$ cat src/rtl/demux32_pkg.sv
// Shared select codes, entry layout and select legality check for the 1:3 result demux.
package demux32_pkg;

   localparam int DEMUX_DW = 32;

   localparam logic [1:0] SEL_DST0    = 2'd0;
   localparam logic [1:0] SEL_DST1    = 2'd1;
   localparam logic [1:0] SEL_DST2    = 2'd2;
   localparam logic [1:0] SEL_ILLEGAL = 2'd3;

   typedef struct packed {
      logic [1:0]          sel;
      logic [DEMUX_DW-1:0] data;
   } demux_entry_t;

   function automatic logic is_legal_sel(input logic [1:0] sel);
      return sel != SEL_ILLEGAL;
   endfunction

endpackage

$ cat src/rtl/fifo32_sync.sv
// Generic single-clock FIFO; head entry is shown combinationally from storage, empty shows the last popped word.
module fifo32_sync #(
   parameter int DEPTH = 2,
   parameter int W     = 34
) (
   input  logic                       clk,
   input  logic                       reset,
   input  logic                       push,
   input  logic [W-1:0]               push_data,
   input  logic                       pop,
   output logic [W-1:0]               head,
   output logic                       full,
   output logic                       empty,
   output logic [$clog2(DEPTH+1)-1:0] level
);

   localparam int AW = (DEPTH > 1) ? $clog2(DEPTH) : 1;
   localparam int LW = $clog2(DEPTH+1);

   logic [W-1:0]  mem [DEPTH];
   logic [AW-1:0] wr_ptr;
   logic [AW-1:0] rd_ptr;
   logic [W-1:0]  last_pop;

   assign full  = (level == LW'(DEPTH));
   assign empty = (level == '0);
   assign head  = empty ? last_pop : mem[rd_ptr];

   always_ff @(posedge clk) begin
      if (push) mem[wr_ptr] <= push_data;
   end

   // Power-of-two depth lets pointers wrap by natural overflow.
   always_ff @(posedge clk or posedge reset) begin
      if (reset) begin
         wr_ptr   <= '0;
         rd_ptr   <= '0;
         level    <= '0;
         last_pop <= '0;
      end else begin
         if (push) wr_ptr <= wr_ptr + 1'b1;
         if (pop) begin
            rd_ptr   <= rd_ptr + 1'b1;
            last_pop <= mem[rd_ptr];
         end
         case ({push, pop})
            2'b10:   level <= level + 1'b1;
            2'b01:   level <= level - 1'b1;
            default: level <= level;
         endcase
      end
   end

endmodule

$ cat src/rtl/demux32three_stream.sv
// Registered 1:3 demux of ALU result words through an in-order FIFO; illegal select 3 is dropped and flagged.
// Optional DEMUX32_DROP_CNT_EN adds a saturating count of dropped illegal words.
module demux32three_stream
   import demux32_pkg::*;
#(
   parameter int DEPTH = 2,
   parameter int DW    = 32
) (
   input  logic                       clk,
   input  logic                       reset,
   input  logic                       in_valid,
   output logic                       in_ready,
   input  logic [1:0]                 in_sel,
   input  logic [DW-1:0]              in_data,
   output logic [DW-1:0]              out_data,
   output logic                       out0_valid,
   input  logic                       out0_ready,
   output logic                       out1_valid,
   input  logic                       out1_ready,
   output logic                       out2_valid,
   input  logic                       out2_ready,
   output logic                       err_sel,
`ifdef DEMUX32_DROP_CNT_EN
   output logic [7:0]                 drop_cnt,
`endif
   output logic [$clog2(DEPTH+1)-1:0] fifo_level
);

   // Handshake: a transfer happens on a rising edge where valid and ready are both high;
   // once a valid is raised it and its data hold until that transfer, and ready never
   // depends combinationally on the same cycle's valid or select.
   logic          accept;
   logic          legal;
   logic          push;
   logic          pop;
   logic          full;
   logic          empty;
   logic [DW+1:0] head;
   logic [1:0]    head_sel;

   assign legal    = is_legal_sel(in_sel);
   assign in_ready = !full;
   assign accept   = in_valid && in_ready;
   assign push     = accept && legal;

   fifo32_sync #(
      .DEPTH (DEPTH),
      .W     (DW + 2)
   ) u_fifo (
      .clk       (clk),
      .reset     (reset),
      .push      (push),
      .push_data ({in_sel, in_data}),
      .pop       (pop),
      .head      (head),
      .full      (full),
      .empty     (empty),
      .level     (fifo_level)
   );

   assign head_sel   = head[DW+1:DW];
   assign out_data   = head[DW-1:0];
   assign out0_valid = !empty && (head_sel == SEL_DST0);
   assign out1_valid = !empty && (head_sel == SEL_DST1);
   assign out2_valid = !empty && (head_sel == SEL_DST2);

   // Only the destination owning the head word can pop it.
   assign pop = (out0_valid && out0_ready) ||
                (out1_valid && out1_ready) ||
                (out2_valid && out2_ready);

   always_ff @(posedge clk or posedge reset) begin
      if (reset) err_sel <= 1'b0;
      else       err_sel <= accept && !legal;
   end

`ifdef DEMUX32_DROP_CNT_EN
   always_ff @(posedge clk or posedge reset) begin
      if (reset)                                    drop_cnt <= 8'd0;
      else if (accept && !legal && drop_cnt != 8'hFF) drop_cnt <= drop_cnt + 8'd1;
   end
`endif

endmodule

$ cat config.mk
export PLATFORM = sky130hd
export DESIGN_NAME = demux32three_stream
export DESIGN_NICKNAME = d
export VERILOG_FILES = /design/src/rtl/demux32_pkg.sv /design/src/rtl/fifo32_sync.sv /design/src/rtl/demux32three_stream.sv
export SDC_FILE = /design/constraint.sdc
export NUM_CORES = 1
export LEC_CHECK = 0
export ABC_CLOCK_PERIOD_IN_PS = 3200
export CORE_MARGIN = 2
export CORE_UTILIZATION = 52
export CTS_CLUSTER_SIZE = 40
export DETAILED_ROUTE_END_ITERATION = 8
export PLACE_DENSITY = 0.84
export RECOVER_POWER = 100
export SETUP_SLACK_MARGIN = 0.15
export SLEW_MARGIN = 20
export SYNTH_ARGS = -nofsm -noshare
export SYNTH_HDL_FRONTEND = slang
export SYNTH_SLANG_ARGS = --single-unit
$ cat constraint.sdc
create_clock -name clk -period 3.2 [get_ports clk]
set_input_delay 0.48 -clock clk [delete_from_list [all_inputs] [get_ports clk]]
set_output_delay 0.48 -clock clk [all_outputs]
set_load 0.005 [all_outputs]
# [After elaboration in Yosys (flattened, before gate mapping)]
# Memories as Yosys holds them, arrays and structs flattened.
# Cells that the tools add are included.
# Widths: inputs -> output; s select.
[word_totals] regBits=39 latch_bits=0 mem_bits_rw=68 output_inout_bits=39 mem_bits_ro=0 elab_cells=37 input_bits=40 n_memories=1
[mem_list] memory="u_fifo.mem" depth=2 word_bits=34 read_ports=1 rd_ports_with_merged_regs=0 wr=1 line_no="fifo32_sync.sv:20" text="logic [W-1:0] mem [DEPTH];"
[op_classes] n_mul=0 n_bitwise=0 order_cmp=0 reduce_logical=17 add_sub_neg=4 div_mod_pow=0 muxes=4 shifts=0 eq_ne=6
[op_table] op="$mux 34" count=1
[op_table] op="$logic_and 1x1->1" count=9
[op_table] op="$eq 2x2->1 const B" count=3
[op_table] op="$eq 2x1->1 const B" count=2
[op_table] op="$logic_not 2->1" count=2
[op_table] op="$pmux 2 s2" count=1
[op_table] op="$logic_not 1->1" count=3
[op_table] op="$add 1x1->1 const B" count=2
[op_table] op="$add 2x1->2 const B" count=1
[op_table] op="$logic_or 1x1->1" count=2
[op_table] op="$mux 1" count=2
[op_table] op="$ne 2x2->1 const B" count=1
[op_table] op="$reduce_bool 2->1" count=1
[op_table] op="$sub 2x1->2 const B" count=1

# [Logic depth before layout (Yosys ltp)]
# Gate-level depths: netlist of the first run.
[depth] word_depth=9 ltp_mapped=9 mapped_depth_nobuf=7

# [Cells and area by module]
# A second synthesis of the first run with hierarchy kept.
[unflattened] hier_cells=323 hier_area_um2=4239.1
[by_module_without_submodules] module="fifo32_sync" cells_per_inst=310 seq_area_each_um2=2992.9 n_inst=1 area_each_um2=4141.5
[by_module_without_submodules] module="demux32three_stream" cells_per_inst=13 seq_area_each_um2=25.0 n_inst=1 area_each_um2=97.6

# [Worst setup path after synthesis of the first run]
# Ideal clock, no wire load.
[synth_path] path_kind="register -> register" from="register u_fifo.level[0]" to="memory u_fifo.mem[0][0] (enable)" period_less_slack_ns=2.653 t_required_ns=2.775 arrival_time_ns=2.228 setup_ns=0.425 stages_incl_launch_ff=4 slack_ns=0.547 path_buffers=0 path_cell_list="dfrtp_1 nand2b_1 nand3_1 nor2_1"
[synth_between] elab_chain_len=6
[synth_lines] element="start: declaration" line_no="fifo32_sync.sv:14" text="output logic [$clog2(DEPTH+1)-1:0] level"
[synth_lines] element="start signal: assignment" line_no="fifo32_sync.sv:47" text="2'b10: level <= level + 1'b1;"
[synth_lines] element="start signal: assignment" line_no="fifo32_sync.sv:48" text="2'b01: level <= level - 1'b1;"
[synth_lines] element="start signal: assignment" line_no="fifo32_sync.sv:49" text="default: level <= level;"
[synth_lines] element="$eq 2x2->1" line_no="fifo32_sync.sv:25" text="assign full = (level == LW'(DEPTH));"
[synth_lines] element="$logic_not 1->1" line_no="demux32three_stream.sv:42" text="assign in_ready = !full;"
[synth_lines] element="named net in_ready" line_no="demux32three_stream.sv:12" text="output logic in_ready,"
[synth_lines] element="$logic_and 1x1->1" line_no="demux32three_stream.sv:43" text="assign accept = in_valid && in_ready;"
[synth_lines] element="$logic_and 1x1->1" line_no="demux32three_stream.sv:44" text="assign push = accept && legal;"
[synth_lines] element="$mux 1" line_no="fifo32_sync.sv:30" text="if (push) mem[wr_ptr] <= push_data;"
[synth_lines] element="$mux 1 (implied by the code)" line_no="fifo32_sync.sv:30"
[synth_lines] element="end: declaration" line_no="fifo32_sync.sv:20"
# The timed path passes the listed nets, and every way through them passes these cells.

# [Worst setup path after layout of the first run]
[layout_path] from="register u_fifo.rd_ptr" to="output out_data[28]"
[layout_between] elab_chain_len=2
[layout_lines] element="start: declaration" line_no="fifo32_sync.sv:22" text="logic [AW-1:0] rd_ptr;"
[layout_lines] element="start signal: assignment" line_no="fifo32_sync.sv:43" text="rd_ptr <= rd_ptr + 1'b1;"
[layout_lines] element="$mem_v2 2x34"
[layout_lines] element="$mux 34" line_no="fifo32_sync.sv:27" text="assign head = empty ? last_pop : mem[rd_ptr];"
[layout_lines] element="end: declaration" line_no="demux32three_stream.sv:15" text="output logic [DW-1:0] out_data,"
# Every way passes these cells.

==> results by group, run 1 <==
Clock tree
  – CTS Buf Count: 9
  – Longest Clk Path Bufs: 2
  – Post-CTS Resized: 0
  – CTS tree: built
  – Clock transition at the registers of the reported paths: 0.09 ns
  – Postcts setup bufs: 0
  – H-tree depth reported by CTS: 3
  – Clk root buf: clkbuf_8
  – Hold-fix buffers, CTS: 0
  – TritonCTS Sinks: 105
  – Clock insertion delay at the later pin of the skew report: 0.37 ns

Global routing
  – Vias in the first global route: 2600
  – First-pass GRT wire length: 12750 um
  – Grt met1 use: 0.2450
  – Gr ovfl total: 0
  – Total GRT Usage: 0.1885
  – Largest net degree at the start of global routing: 49
  – Grt peak-use layer: met2
  – Antenna violations before repair: 0
  – Routing usage on met2: 0.3093
  – Met3 Usage GRT: 0.05059

Yosys
  – Synthesized instance count: between 300 and 400
  – Post-synthesis sequential area ratio: 0.6820
  – Warnings, synthesis: 0
  – Syn Nets: 356
  – Synth area leader: edfxtp_1
  – Flops & latches, synth: 105
  – Post-synth ARST share: 0.3524
  – Most frequent cells after synthesis: 77 x nor2_1, 68 x edfxtp_1, 37 x dfrtp_1
  – Most numerous cell in the Yosys netlist: nor2_1
  – Synthesized cell area: around 0.0044 mm^2
  – Synth cell types: 27
  – Number of synthesized flops with an enable pin: 68
  – Avg Cell Area, Syn: approximately 14 um^2
  – Top post-synthesis cells by area: edfxtp_1 47%, dfrtp_1 21%, mux2_2 8.5%
  – Synth top area share: 0.4692
  – Most common flop cell mapped by yosys: edfxtp_1

Setup path
  – Worst endpoint required time: 2.72 ns
  – CP Max Fanout: 33
  – Critical Path Start Type: register
  – R2R Path Start: u_fifo.rd_ptr$_DFFE_PP0N_
  – Critical path arrival: about 2.4 ns
  – CP Capture Type: output port
  – Kind of critical path: reg2out
  – Crit path from: u_fifo.rd_ptr$_DFFE_PP0N_

Drt
  – DR iter-0 viols: about 140
  – DR DRC count: 0
  – First drt pass iteration count: 5
  – Total wire length: between 8000 and 9000 um
  – Avg WL per Cell: roughly 16 um
  – Vias per inst: 5.162
  – ANT nets after route: 0
  – Vias post-DR: between 2000 and 3000

Timing
  – RSZ-0062 raised after global routing: false
  – Setup Skew: between 0.01 and 0.015 ns
  – Max frequency: 0.3465 GHz
  – Final hold viol count: 0
  – Setup violators final: 0
  – Slew Viols, Final: 38
  – Relative slew slack: -0.007421
  – Worst slew pin tran: 1.509 ns
  – Final worst slack: 0.3143 ns
  – Final Cycle Share: 0.9018
  – Minimum clock period: between 2 and 3 ns
  – Setup TNS: 0 ns

Floorplan
  – Boundary Pins: between 70 and 80
  – Standard-cell rows: 33
  – Die width: between 90 and 100 um
  – Die Ht: ~95 um
  – Starting Density: 0.5323
  – Die area: 0.009116 mm^2
  – Core box area: 0.008175 mm^2

Power
  – Pleak: 2.128 nW
  – PwrDens: 931.8 mW/mm^2
  – Pwr Total: 5.052 mW
  – Worst vdd ir: 0.4937 mV

Hold path
  – Hold Crit Start: u_fifo.last_pop[1]$_DFFE_PP0N_
  – Worst Hold Class: reg2reg

Placement
  – DP Worst Slack: about 0.61 ns
  – Port Buf Inserts: 78
  – Dpl hpwl: ~5200 um
  – Placed inst area: 0.005240 mm^2
  – GP Congestion: 0.7830

Run
  – Max_cap viols: 1

Layout
  – Final net count: 436
  – Share of cells above drive strength 1: 0.1475
  – Diode count: 0
  – Post-route cell area: 0.005421 mm^2
  – FILL cells: a little under 600
  – Post-layout util: 0.6631
  – Synth-to-Final Area Change: 24.58%

Status
  – Outcome: finished, violations left
  – Violated checks: max-capacitance violations, max-slew violations
-- logic make-up (layout without fill, tap and decap cells) --
logic type | after synthesis | in the layout | synth area share
AOI/OAI and AO/OA | 18 | 18 | 0.02502
and+or+nand+nor | 88 | 88 | 0.08166
muxes | 67 | 67 | 0.1645
adders and majority gates | 1 | 1 | 0.002875
buffers and inverters | 31 | 116 | 0.03393
xor gates and xnor gates | 5 | 5 | 0.01007
DFF | 105 | 105 | 0.6820
-- flip-flops by register name, indices dropped and copies added, names as in the netlist --
name,count
u_fifo.level,2
u_fifo.mem,68
u_fifo.wr_ptr,1
u_fifo.rd_ptr,1
err_sel,1
u_fifo.last_pop,32
-- where the power goes --
part / switching, mW / total, mW / internal, mW
registers: 0.270 / 2.15 / 1.88
logic: 0.961 / 2.08 / 1.12
clock network: 0.452 / 0.820 / 0.368
-- metal layers --
layer | wire length (um) | part of all wire | vias up
met2 | 4056 | 0.50 | 68
met3 | 404 | 0.050 | 12
met1 | 3521 | 0.43 | 1278
met5 | 0 | 0 | -
met4 | 124 | 0.015 | 0
li1 | - | - | 1249
-- layout by cell type (no fill, tap or decap), drive strengths merged --
cell            n
nand2           3
nand3           1
nand2b          1
mux2i          31
nor3            1
bufinv          1
a21oi          16
buf             1
clkbuf         14
clkinvlp        1
xnor2           3
and3b           1
ha              1
edfxtp         68
nor2           77
mux2           36
xor2            2
clkinv          3
nor3b           1
dfrtp          37
or2             1
inv            18
o211ai          1
o21ai           1
dlygate4sd3    63
clkdlybuf4s50  15
nand3b          1
or3b            1
-- cell type report --
cell class	instances	area [um^2]	area share
Clock inverter	7	77.57	0.01431
Timing Repair Buffer	84	812.0	0.1498
Tap cell	105	131.4	0.02423
Inverter	16	60.06	0.01108
Clock buffer	9	123.9	0.02285
Sequential cell	105	2972	0.5481
Multi-Input combinational cell	179	1245	0.2296
-- stage by stage --
stage / instances / hold WS [ns]
floorplan: 315 / 0.4588
global placement: 489 / 0.4685
detailed placement: 489 / 0.4790
CTS: 505 / 0.5016
global route: 505 / 0.5372
finish: 505 / 0.5052
-- worst paths after layout --
kind / endpoint / slack [ns] / cells past startpoint
min in group asynchronous: u_fifo.last_pop[22]$_DFFE_PP0N_ / 0.99 / 2
hold reg to reg: u_fifo.last_pop[1]$_DFFE_PP0N_ / 0.51 / 1
hold / removal: u_fifo.last_pop[1]$_DFFE_PP0N_ / 0.51 / 1
setup / recovery: out_data[28] / 0.31 / 4
max in group asynchronous: u_fifo.rd_ptr$_DFFE_PP0N_ / 1.11 / 2
setup reg to reg: u_fifo.last_pop[29]$_DFFE_PP0N_ / 0.48 / 5
-- critical path: stages (launching register included) --
cell and delay [ns]:
dfrtp_4 0.75, clkbuf_2 0.40, mux2i_1 0.30, a21oi_1 0.12
clkdlybuf4s50_1 0.47
Note: power is estimated with default switching activity, not from simulation.
==> run 2, diff against run 1 <==
--- a/config.mk
+++ b/config.mk
@@ -6,6 +6,7 @@
 export NUM_CORES = 1
 export LEC_CHECK = 0
 export ABC_CLOCK_PERIOD_IN_PS = 3200
+export CORE_ASPECT_RATIO = 1.4
 export CORE_MARGIN = 2
 export CORE_UTILIZATION = 52
 export CTS_CLUSTER_SIZE = 40
==> results by group, run 2 (synthesis gave the netlist of run 1 again) <==
Global routing
  – Vias in the first global route: roughly 2700
  – Largest net degree at the start of global routing: roughly 50
  – Gr ovfl total: 0
  – First-pass GRT wire length: around 13000 um
  – Total GRT Usage: 0.1991
  – Antenna violations before repair: 0

Setup path
  – R2R Setup Slk: ~0.33 ns
  – Critical Path Start Type: register
  – Worst endpoint required time: around 2.7 ns
  – CP Capture Type: output port
  – Critical path arrival: 2.51 ns
  – Kind of critical path: reg2out
  – CP Max Fanout: 24

Power
  – PwrDens: between 900 and 1000 mW/mm^2
  – Worst vdd ir: between 0.4 and 0.5 mV
  – Pleak: roughly 2.2 nW
  – Pwr Total: approximately 5.5 mW

Clock tree
  – Hold-fix buffers, CTS: 0
  – Clock transition at the registers of the reported paths: around 0.070 ns
  – CTS Buf Count: 9
  – CTS tree: built
  – Clk root buf: clkbuf_16
  – Longest Clk Path Bufs: 2
  – H-tree depth reported by CTS: 3
  – TritonCTS Sinks: ~110
  – Clock insertion delay at the later pin of the skew report: about 0.35 ns

Timing
  – Max frequency: approximately 0.33 GHz
  – Setup violators final: 0
  – Worst slew pin tran: 1.476 ns
  – Setup TNS: 0 ns
  – Slew Viols, Final: 0
  – RSZ-0062 raised after global routing: false
  – Final Cycle Share: 0.9335
  – Final hold viol count: 0
  – Setup Skew: approximately 0.0074 ns
  – Minimum clock period: about 3 ns
  – Relative slew slack: 0.01524

Placement
  – Dpl hpwl: 5661 um
  – Port Buf Inserts: roughly 80
  – Placed inst area: 0.005269 mm^2
  – GP Congestion: about 0.76

Run
  – Max_cap viols: 1

Layout
  – Diode count: 0
  – Synth-to-Final Area Change: 27.66%
  – Share of cells above drive strength 1: 0.1247
  – Register cell area after layout: 0.002969 mm^2
  – Final net count: 437
  – Footprint of the multi-input gates: ~0.0012 mm^2
  – FILL cells: 591
  – Most common cell after layout, fill and taps aside: nor2_1
  – Top flop regs: u_fifo.mem (68), u_fifo.last_pop (32), u_fifo.level (2)
  – Most flop-heavy register: u_fifo.mem
  – Largest register FFs: 68
  – Post-route cell area: about 0.0056 mm^2
  – Commonest cells after routing, fill and taps aside: 74 x nor2_1, 68 x edfxtp_1, 59 x dlygate4sd3_1, 36 x dfrtp_1, 31 x mux2i_1

Drt
  – DR DRC count: 0
  – Avg WL per Cell: around 17 um
  – ANT nets after route: 0
  – Vias post-DR: 2636
  – Vias per inst: ~5.2
  – Total wire length: 8432 um
  – First drt pass iteration count: 6
  – DR iter-0 viols: 112

Floorplan
  – Standard-cell rows: 39
  – Core box area: just over 0.008 mm^2
  – Starting Density: 0.5340
  – Die Ht: between 100 and 150 um
  – Boundary Pins: 79
  – Die width: just over 80 um
  – Die area: roughly 0.009 mm^2

Status
  – Violated checks: max-capacitance violations
  – Outcome: finished, violations left

Hold path
  – Worst Hold Class: reg2reg
-- run 2: power by group --
part	switching (mW)	internal [mW]	leakage (nW)	total, mW
registers	0.245	1.88	1.06	2.12
clock network	0.464	0.735	0.162	1.20
logic	0.997	1.13	0.969	2.13
-- run 2: per-stage QoR --
step | setup slack, ns | util | hold WS [ns] | cells
after floorplan | 0.5468 | - | 0.4588 | 315
after global placement | 0.7024 | 0.6466 | 0.4678 | 487
after detailed placement | 0.6471 | 0.6466 | 0.4856 | 487
after CTS | 0.2806 | 0.6872 | 0.5014 | 503
after global routing | 0.1199 | 0.6817 | 0.5145 | 503
final | 0.2128 | 0.6817 | 0.5042 | 503
-- run 2: cell type report --
class,instances,share of cell area
clock buffers,12,0.04640
repair buffers,85,0.1477
multi-input cells,179,0.2243
inverters,16,0.01081
flip-flops and latches,105,0.5345
clock inverters,4,0.01329
well taps,102,0.02297
-- run 2: metal layers --
metal  wire length (um)  share of wire  vias to the layer above  track usage
met5                  0              0                        -            0
met4                163          0.019                        0      0.09266
met3                362          0.043                       11      0.03215
met2               4753           0.56                       61       0.3497
met1               3153           0.37                     1312       0.2326
li1                   -              -                     1252            -
-- run 2: critical path, cell delays in order, from the launching register on --
cell	delay (ns)
dfrtp_2	0.76
buf_4	0.31
mux2_2	0.36
nor2_1	0.10
nor2_1	0.05
dlygate4sd3_1	0.57
-- run 2: path summary, 6_finish.rpt --
check | start | end | cells after the start
setup / recovery | u_fifo.rd_ptr$_DFFE_PP0N_ | out_data[7] | 5
hold / removal | u_fifo.last_pop[0]$_DFFE_PP0N_ | u_fifo.last_pop[0]$_DFFE_PP0N_ | 1
setup reg to reg | u_fifo.rd_ptr$_DFFE_PP0N_ | u_fifo.last_pop[8]$_DFFE_PP0N_ | 5
hold reg to reg | u_fifo.last_pop[0]$_DFFE_PP0N_ | u_fifo.last_pop[0]$_DFFE_PP0N_ | 1
max in group asynchronous | reset | u_fifo.rd_ptr$_DFFE_PP0N_ | 2
min in group asynchronous | reset | u_fifo.last_pop[31]$_DFFE_PP0N_ | 2
-- run 2: timing repair --
item                                    4_1_cts  5_1_grt
resized for setup                             0        1
endpoints found under the setup margin        0        2
buffers inserted                              0        0
